<file path="src/rtl/ex_stage_ctl_pkg.sv">
// Shared definitions for the execute-stage pipeline control: FSM state
// encodings, default counter width and the latency classes ID uses to
// derive the EX latency of an instruction.
package ex_stage_ctl_pkg;

    localparam int EX_CNT_W = 6;

    // Latency classes (EX cycles) offered by ID on id_op_cycles_i
    localparam int EX_LAT_ALU = 1;
    localparam int EX_LAT_MUL = 3;
    localparam int EX_LAT_DIV = 33;

    typedef enum logic [1:0] {
        EX_S_IDLE  = 2'd0,  // no instruction held
        EX_S_BUSY  = 2'd1,  // valid, latency counter still running
        EX_S_READY = 2'd2   // valid, result complete, waiting on MEM
    } ex_state_e;

endpackage

</file>
<file path="src/rtl/ex_stage_ctl.sv">
// Execute-stage pipeline control. Consumes the ID->EX handshake, holds the
// instruction for its latency (1 cycle ALU, N cycles mul/div), and offers it
// to MEM with back-pressure and flush.
//
// Handshake: an instruction moves ID->EX on a clock edge where
// ctl_id_over_i & ctl_ex_allow_in_o & !ctl_flush_i; it moves EX->MEM on an
// edge where ctl_ex_over_o & ctl_mem_allow_in_i. ctl_ex_allow_in_o depends
// only on registered state and ctl_mem_allow_in_i, never on ctl_id_over_i.
module ex_stage_ctl
    import ex_stage_ctl_pkg::*;
#(
    parameter int CNT_W = EX_CNT_W
) (
    input  logic             clk_i,
    input  logic             rst_i,
    input  logic             ctl_id_over_i,
    input  logic             id_op_multi_i,
    input  logic [CNT_W-1:0] id_op_cycles_i,
    input  logic             ctl_mem_allow_in_i,
    input  logic             ctl_flush_i,
    output logic             ctl_ex_allow_in_o,
    output logic             ctl_ex_over_o,
    output logic             ex_valid_o,
    output logic             ex_busy_o,
    output logic             ex_start_o,
    output logic             ex_cancel_o
);

    ex_state_e        state_q, state_d;
    logic [CNT_W-1:0] cnt_q, cnt_d;
    logic             valid_q, valid_d;
    logic             start_q, start_d;
    logic             cancel_q, cancel_d;

    logic             cnt_zero;
    logic             accept;
    logic             single_cycle;

    // Handshake outputs derived from registered state and MEM back-pressure
    always_comb begin
        cnt_zero          = (cnt_q == '0);
        ctl_ex_over_o     = valid_q & cnt_zero;
        ctl_ex_allow_in_o = ~valid_q | (ctl_ex_over_o & ctl_mem_allow_in_i);
        ex_busy_o         = valid_q & ~cnt_zero;
        ex_valid_o        = valid_q;
        ex_start_o        = start_q;
        ex_cancel_o       = cancel_q;
        accept            = ctl_id_over_i & ctl_ex_allow_in_o & ~ctl_flush_i;
        single_cycle      = (id_op_cycles_i <= CNT_W'(1));
    end

    // Next-state: flush beats acceptance, acceptance beats retire/countdown
    always_comb begin
        state_d  = state_q;
        cnt_d    = cnt_q;
        valid_d  = valid_q;
        start_d  = 1'b0;
        cancel_d = 1'b0;

        if (ctl_flush_i) begin
            state_d  = EX_S_IDLE;
            cnt_d    = '0;
            valid_d  = 1'b0;
            // only an op still counting has a live mul/div unit to abort
            cancel_d = (state_q == EX_S_BUSY);
        end else if (accept) begin
            valid_d = 1'b1;
            if (single_cycle) begin
                cnt_d   = '0;
                state_d = EX_S_READY;
            end else begin
                cnt_d   = id_op_cycles_i - CNT_W'(1);
                state_d = EX_S_BUSY;
                start_d = id_op_multi_i;
            end
        end else begin
            case (state_q)
                EX_S_BUSY: begin
                    cnt_d = cnt_q - CNT_W'(1);
                    if (cnt_q == CNT_W'(1)) begin
                        state_d = EX_S_READY;
                    end
                end
                EX_S_READY: begin
                    if (ctl_mem_allow_in_i) begin
                        state_d = EX_S_IDLE;
                        valid_d = 1'b0;
                    end
                end
                default: begin
                    state_d = EX_S_IDLE;
                    cnt_d   = '0;
                    valid_d = 1'b0;
                end
            endcase
        end
    end

    // State register with synchronous reset; reset never raises cancel
    always_ff @(posedge clk_i) begin
        if (rst_i) begin
            state_q  <= EX_S_IDLE;
            cnt_q    <= '0;
            valid_q  <= 1'b0;
            start_q  <= 1'b0;
            cancel_q <= 1'b0;
        end else begin
            state_q  <= state_d;
            cnt_q    <= cnt_d;
            valid_q  <= valid_d;
            start_q  <= start_d;
            cancel_q <= cancel_d;
        end
    end

endmodule

</file>
<file path="config.mk">
export PLATFORM = sky130hd
export DESIGN_NAME = ex_stage_ctl
export DESIGN_NICKNAME = d
export VERILOG_FILES = /design/src/rtl/ex_stage_ctl_pkg.sv /design/src/rtl/ex_stage_ctl.sv
export SDC_FILE = /design/constraint.sdc
export NUM_CORES = 1
export LEC_CHECK = 0
export BUFFER_PORTS_ARGS = -buffer_cell sky130_fd_sc_hd__buf_4
export CORE_UTILIZATION = 39
export CTS_CLUSTER_DIAMETER = 50
export CTS_CLUSTER_SIZE = 12
export DETAILED_ROUTE_END_ITERATION = 8
export PLACE_DENSITY = 0.68
export SETUP_SLACK_MARGIN = 0.4
export SLEW_MARGIN = 20
export SYNTH_ARGS = -nofsm -noshare
export SYNTH_HDL_FRONTEND = slang
export SYNTH_SLANG_ARGS = --single-unit
export TNS_END_PERCENT = 10
</file>
<file path="constraint.sdc">
create_clock -name clk_i -period 2 [get_ports clk_i]
set_clock_uncertainty 0.2 [all_clocks]
set_input_delay 0.1 -clock clk_i [delete_from_list [all_inputs] [get_ports clk_i]]
set_output_delay 0.1 -clock clk_i [all_outputs]
set_load 0.01 [all_outputs]
</file>
==> results of run 1 <==
-- metal layers --
layer  part of all wire  up-vias  GRT usage
met1               0.44      359     0.2535
met2               0.53       18     0.3778
met3              0.030        0    0.03922
met4                  0        0    0.06471
met5                  0        -          0
li1                   -      405          -
-- placed cells by master (no fill, tap or decap), types with 2 or more instances in the layout --
master,netlist,routed
sky130_fd_sc_hd__o21ai_0,4,3
sky130_fd_sc_hd__a21oi_1,4,4
sky130_fd_sc_hd__nor2_1,5,5
sky130_fd_sc_hd__or3_1,4,4
sky130_fd_sc_hd__dlygate4sd3_1,0,9
sky130_fd_sc_hd__nand2b_1,2,2
sky130_fd_sc_hd__inv_2,0,2
sky130_fd_sc_hd__nor2b_1,2,2
sky130_fd_sc_hd__clkbuf_4,0,3
sky130_fd_sc_hd__o22ai_1,2,2
sky130_fd_sc_hd__nand2_1,5,5
sky130_fd_sc_hd__xnor2_1,6,6
sky130_fd_sc_hd__buf_6,1,2
sky130_fd_sc_hd__inv_1,7,5
sky130_fd_sc_hd__a22oi_1,2,2
sky130_fd_sc_hd__dfxtp_2,0,4
sky130_fd_sc_hd__ha_1,5,4
sky130_fd_sc_hd__or4_1,2,2
sky130_fd_sc_hd__nor3_1,6,6
sky130_fd_sc_hd__dfxtp_1,11,6
sky130_fd_sc_hd__buf_4,0,24
sky130_fd_sc_hd__nor3b_1,4,4
-- cells in the mapped netlist (all sizes together) --
cell type / count / share of area
clkbuf: 1 / 0.0049
nor2b: 2 / 0.016
or2: 1 / 0.0081
and3: 3 / 0.028
dfxtp: 11 / 0.29
a311oi: 1 / 0.011
o21a: 1 / 0.0097
a32oi: 1 / 0.011
a31o: 1 / 0.011
ha: 5 / 0.081
nand2: 5 / 0.024
nor3b: 4 / 0.039
o22ai: 2 / 0.016
a22oi: 2 / 0.019
a21oi: 5 / 0.037
nor2: 5 / 0.024
a31oi: 1 / 0.0081
or3: 5 / 0.042
xor2: 1 / 0.011
nor3: 7 / 0.052
o221a: 1 / 0.015
a22o: 1 / 0.011
nor4: 1 / 0.028
buf: 1 / 0.015
inv: 7 / 0.034
mux2i: 1 / 0.013
and4b: 1 / 0.013
xnor2: 6 / 0.068
o21ai: 4 / 0.026
or4: 2 / 0.019
nand2b: 2 / 0.016
-- layout make-up --
cell class	count	area (µm²)	area share
flip-flops and latches	11	229.0	0.1968
inverters	7	26.28	0.02258
repair buffers	36	312.8	0.2688
well taps	25	31.28	0.02688
multi-input cells	71	538.0	0.4624
clock buffers	4	26.28	0.02258
-- sequential cells by signal, summed over array words and instances (netlist names) --
register	flops
ex_cancel_o	1
cnt_q	6
ex_valid_o	1
ex_start_o	1
state_q	2
-- critical path, stage by stage, from the launching register on --
cell	delay (ps)
sky130_fd_sc_hd__dfxtp_2	330
sky130_fd_sc_hd__inv_2	70
sky130_fd_sc_hd__ha_4	130
sky130_fd_sc_hd__and4b_2	240
sky130_fd_sc_hd__a21oi_4	100
sky130_fd_sc_hd__buf_6	140
sky130_fd_sc_hd__or3_1	330
sky130_fd_sc_hd__a21oi_1	140
-- power breakdown --
part	leakage [nW]	total, mW	internal [mW]	switching (mW)
clock	0.0150	0.152	0.0770	0.0748
sequential	0.0920	0.236	0.227	0.00926
combinational	0.358	0.169	0.0962	0.0729
total	0.465	0.557	0.400	0.157
-- per-stage QoR --
step	util	power [mW]	setup WS [ps]	instances	area, µm²
floorplan	-	0.3216	353.6	91	785.8
global placement	0.5214	0.3606	143.7	131	929.6
CTS	0.6519	0.5605	246.4	154	1162
detailed placement	0.5214	0.3624	140.9	131	929.6
global route	0.6526	0.5922	133.4	154	1164
finish	0.6526	0.5569	252.1	154	1164
-- logic make-up after synthesis --
logic type | after synthesis | share of synthesized area
AND/OR/NAND/NOR | 38 | 0.3101
XOR/XNOR | 7 | 0.07955
AO/OA/AOI/OAI | 20 | 0.1770
flip-flops | 11 | 0.2857
buffers and inverters | 9 | 0.05357
adder cells (fa/ha/maj) | 5 | 0.08117
multiplexers | 1 | 0.01299
-- final timing paths --
path | endpoint | start | slack, ps | cells past startpoint
worst max register to register | cnt_q[0] | cnt_q[0] | 250 | 7
worst min register to register | ex_valid_o | ex_valid_o | 420 | 2
worst min-delay path | state_q[1] | ctl_mem_allow_in_i | 9 | 3
worst max-delay path | cnt_q[0] | cnt_q[0] | 250 | 7
-- repair_timing --
item	4_1_cts	5_1_grt
pin swaps	8	0
resized for setup	10	1
endpoints found under the setup margin	11	13
endpoints found under the hold margin	9	0
buffers inserted	10	0
hold buffers	9	0
==> metrics.yaml, run 1 <==
routing:
  wirelength_um: 1961
  routed_wire_length_per_instance_um: 12.73
  detailedRoute.firstIterationViolations: 16
  drt-pass1-iter-count: 4
  detailroute.via_count: 782
  antenna_violating_nets_post_route: 0
  vias_per_cell: 5.078
  drc: 0
clocking:
  tritoncts.num_buffers: 3
  clkTransAtPathRegs_ps: 80
  clkSinkCount: 11
  clk_path_buf_depth: 2
  cts_max_level: 1
  cts_tree: "yes"
  clock_tree.root_cell: "sky130_fd_sc_hd__clkbuf_4"
  worst_skew_pair.late_latency_ps: 260
sta:
  finalHoldViolations: 0
  setup_viol: 0
  finalCritPeriodShare: 0.8740
  max_clock_freq_mhz: 572.1
  rsz0062_at_grt: "yes"
  fin_worst_hold_slack_ps: 8.530
  tightest_slew_ps: 355.2
  timing.final.crit_period_ps: 1748
  relSlewSlack: 0.7619
  slew_viol_final: 0
  setup-tns-final_ps: 0
pwr:
  static_leakage_power_nw: 0.4653
  power.ir.vdd_worst_uv: 277.0
  powerDensity_nw_per_um2: 478.6
global_route:
  grt_first_pass_wirelength_um: 3249
  largest_net_degree_at_the_start_of_global_routing: 8
  grt-ovfl-total: 0
  initial_antenna_violation_count: 0
  grt.total_usage: 0.2127
  grt_pass1_vias: 800
die:
  die_area_um2: 2158
  dieWidth_um: 46.46
  i_o_pin_total: 18
  core_um2: 1783
  num_rows: 15
  start_util: 0.4323
  die_h_um: 46.46
cells_and_area:
  n_fill_cell: 144
  layout_cells_sized_above_1: 0.3721
  layout.nets: 147
  syn_to_final_growth_pct: 50.97
  antenna_cells: 0
yosys:
  syn_area_um2: 770.7
  avgSynthCellArea_um2: 8.470
  postSynthCellCount: 91
  synth_warnings: 0
  ys_types: 35
  synth.yosys.seq_area_share: 0.2857
  synth.ff_latch_count: 11
  syn-num-nets: 108
place:
  gp_congestion: 0.7490
  io_buffer_count: 17
  post-dp-hpwl_um: 1264
worst_setup_path:
  cp-end-kind: "flop"
  critical_path.startpoint_type: "flop"
  worst-endpoint-arrival_ps: 1740
  crit_fanout: 7
  worst-setup-path-type: "reg -> reg"
  cp_data_required_time_ps: 2000
outcome:
  outcome: "complete, no violations"
hold_path:
  hold_class: "in -> reg"
job:
  timing.max_cap.violations: 0
Power figures use the tool's default switching activity.
==> run 2, diff against run 1 <==
PLACE_DENSITY = 0.69   (was 0.68)
==> metrics.yaml, run 2 (synthesis results as in run 1) <==
sta:
  tightest_slew_ps: 385.0
  finalHoldViolations: 0
  finalCritPeriodShare: 0.9126
  timing.final.crit_period_ps: 1825
  slew_viol_final: 0
  relSlewSlack: 0.7419
  fin_ws_ps: 174.9
  max_clock_freq_mhz: 547.9
  setup-tns-final_ps: 0
  setup_viol: 0
  rsz0062_at_grt: "yes"
cells_and_area:
  final_common_cell: "sky130_fd_sc_hd__buf_4"
  top_regs: "cnt_q: 6 flops, state_q: 2 flops"
  largest_register_ff_count: 6
  layout_cells_sized_above_1: 0.3876
  largest-register: "cnt_q"
  layout.cells.most_common_list: "sky130_fd_sc_hd__buf_4 (24), sky130_fd_sc_hd__dlygate4sd3_1 (9), sky130_fd_sc_hd__dfxtp_1 (7)"
  stdcell_count: 154
  multi_input_area_um2: 550.5
  layout.nets: 147
  seq_area_um2: 227.7
  fin_area_um2: 1166
  n_fill_cell: 143
  antenna_cells: 0
  syn_to_final_growth_pct: 51.30
die:
  die_h_um: 46.46
  num_rows: 15
  dieWidth_um: 46.46
  die_area_um2: 2158
  start_util: 0.4323
  core_um2: 1783
  i_o_pin_total: 18
clocking:
  tritoncts.num_buffers: 3
  clkTransAtPathRegs_ps: 70
  clkSinkCount: 11
  clock_tree.root_cell: "sky130_fd_sc_hd__clkbuf_4"
  clk_path_buf_depth: 2
  worst_skew_pair.late_latency_ps: 280
  cts_max_level: 1
  cts_tree: "yes"
place:
  post-dp-hpwl_um: 1322
  io_buffer_count: 17
  place_area_um2: 929.6
  post-place-ws_ps: 117.6
  placedCellCount: 131
  gp_congestion: 0.7370
outcome:
  outcome: "complete, no violations"
routing:
  routed_wire_length_per_instance_um: 15.07
  drc: 0
  drt-pass1-iter-count: 4
  detailedRoute.firstIterationViolations: 23
  vias_per_cell: 5.526
  antenna_violating_nets_post_route: 0
  detailroute.via_count: 851
  wirelength_um: 2321
worst_setup_path:
  cpLargestDelayFamily: "simple AND/OR/NAND/NOR gates"
  path_cells: "nor4_4, buf_4, a31o_2, buf_6"
  worst-setup-path-type: "reg -> out"
  cp_data_required_time_ps: 1700
  cp-end-kind: "output port"
  worst_path_largest_cell_delay_ps: 400
  critPathBufInv: 2
  worst-endpoint-arrival_ps: 1530
  critical_path.startpoint_type: "flop"
  crit_fanout: 4
  cpMaxStageDelayCell: "sky130_fd_sc_hd__nor4_4"
pwr:
  static_leakage_power_nw: 0.4625
  power.share.clock: 0.289
  power.sequential.fraction: 0.409
  powerDensity_nw_per_um2: 493.1
  internal_power_uw: 397.4
  power.ir.vdd_worst_uv: 422.9
  power.share.combinational: 0.301
  switching_power_uw: 177.7
  total_power_uw: 575.1
  switching_share: 0.3090
global_route:
  largest_net_degree_at_the_start_of_global_routing: 9
  top_usage_layer: "met2"
  groute.layer.met1.usage: 0.2564
  met2_usage: 0.4111
  initial_antenna_violation_count: 0
  grt_pass1_vias: 797
  grt_first_pass_wirelength_um: 3470
  grtUsageMet3: 0.04314
  grt-ovfl-total: 0
  grt.total_usage: 0.2314
job:
  timing.max_cap.violations: 0
hold_path:
  hold_class: "in -> reg"
[run 2: cell counts in the layout (fill, tap and decap cells not counted)]
No cell type changed its count.
[run 2: worst paths after layout]
path                                   from                 to  slack (ps)  cells past startpoint
worst max-delay path               cnt_q[2]  ctl_ex_allow_in_o         170                      4
worst min-delay path            ctl_flush_i           cnt_q[3]           4                      4
worst max register to register     cnt_q[0]           cnt_q[0]         210                      7
worst min register to register     cnt_q[3]           cnt_q[3]         470                      2
[run 2: timing repair]
item                                    in CTS  in global routing
buffers inserted                             8                  2
hold buffers                                 9                  0
pin swaps                                    4                  4
endpoints found under the hold margin        9                  0
gates resized for setup                      9                  5
endpoints found under the setup margin      12                 12
[run 2: worst register-to-register path: stages (launching register included)]
cell and delay [ps]:
sky130_fd_sc_hd__dfxtp_2 330, sky130_fd_sc_hd__inv_2 70, sky130_fd_sc_hd__ha_4 150, sky130_fd_sc_hd__and4b_2 260
sky130_fd_sc_hd__a21oi_4 90, sky130_fd_sc_hd__buf_6 150, sky130_fd_sc_hd__or3_4 360, sky130_fd_sc_hd__a21oi_2 110
[run 2: metrics by stage]
step | utilization | hold slack [ps]
6_report | 0.6540 | 3.824
5_1_grt | 0.6540 | 26.49
4_1_cts | 0.6379 | -1.903
3_5_place_dp | 0.5214 | 83.92
3_3_place_gp | 0.5214 | 81.01
2_1_floorplan | - | -23.85
[run 2: power groups by stage]
stage | clock [mW] | combinational (mW) | sequential [mW]
2_1_floorplan | 0 | 0.0804 | 0.241
3_3_place_gp | 0 | 0.119 | 0.242
3_5_place_dp | 0 | 0.122 | 0.242
4_1_cts | 0.161 | 0.159 | 0.235
5_1_grt | 0.175 | 0.184 | 0.237
6_report | 0.166 | 0.173 | 0.235
[run 2: final cells by class]
class | instances | area share
multi-input cells | 71 | 0.4721
repair buffers | 36 | 0.2607
flip-flops and latches | 11 | 0.1953
well taps | 25 | 0.02682
clock buffers | 4 | 0.02253
inverters | 7 | 0.02253
[run 2: routing by layer]
metal | wire [µm] | part of all wire | vias to the layer above
li1 | - | - | 408
met1 | 964 | 0.42 | 405
met2 | 1242 | 0.54 | 32
met3 | 65 | 0.028 | 6
met4 | 48 | 0.021 | 0
met5 | 0 | 0 | -
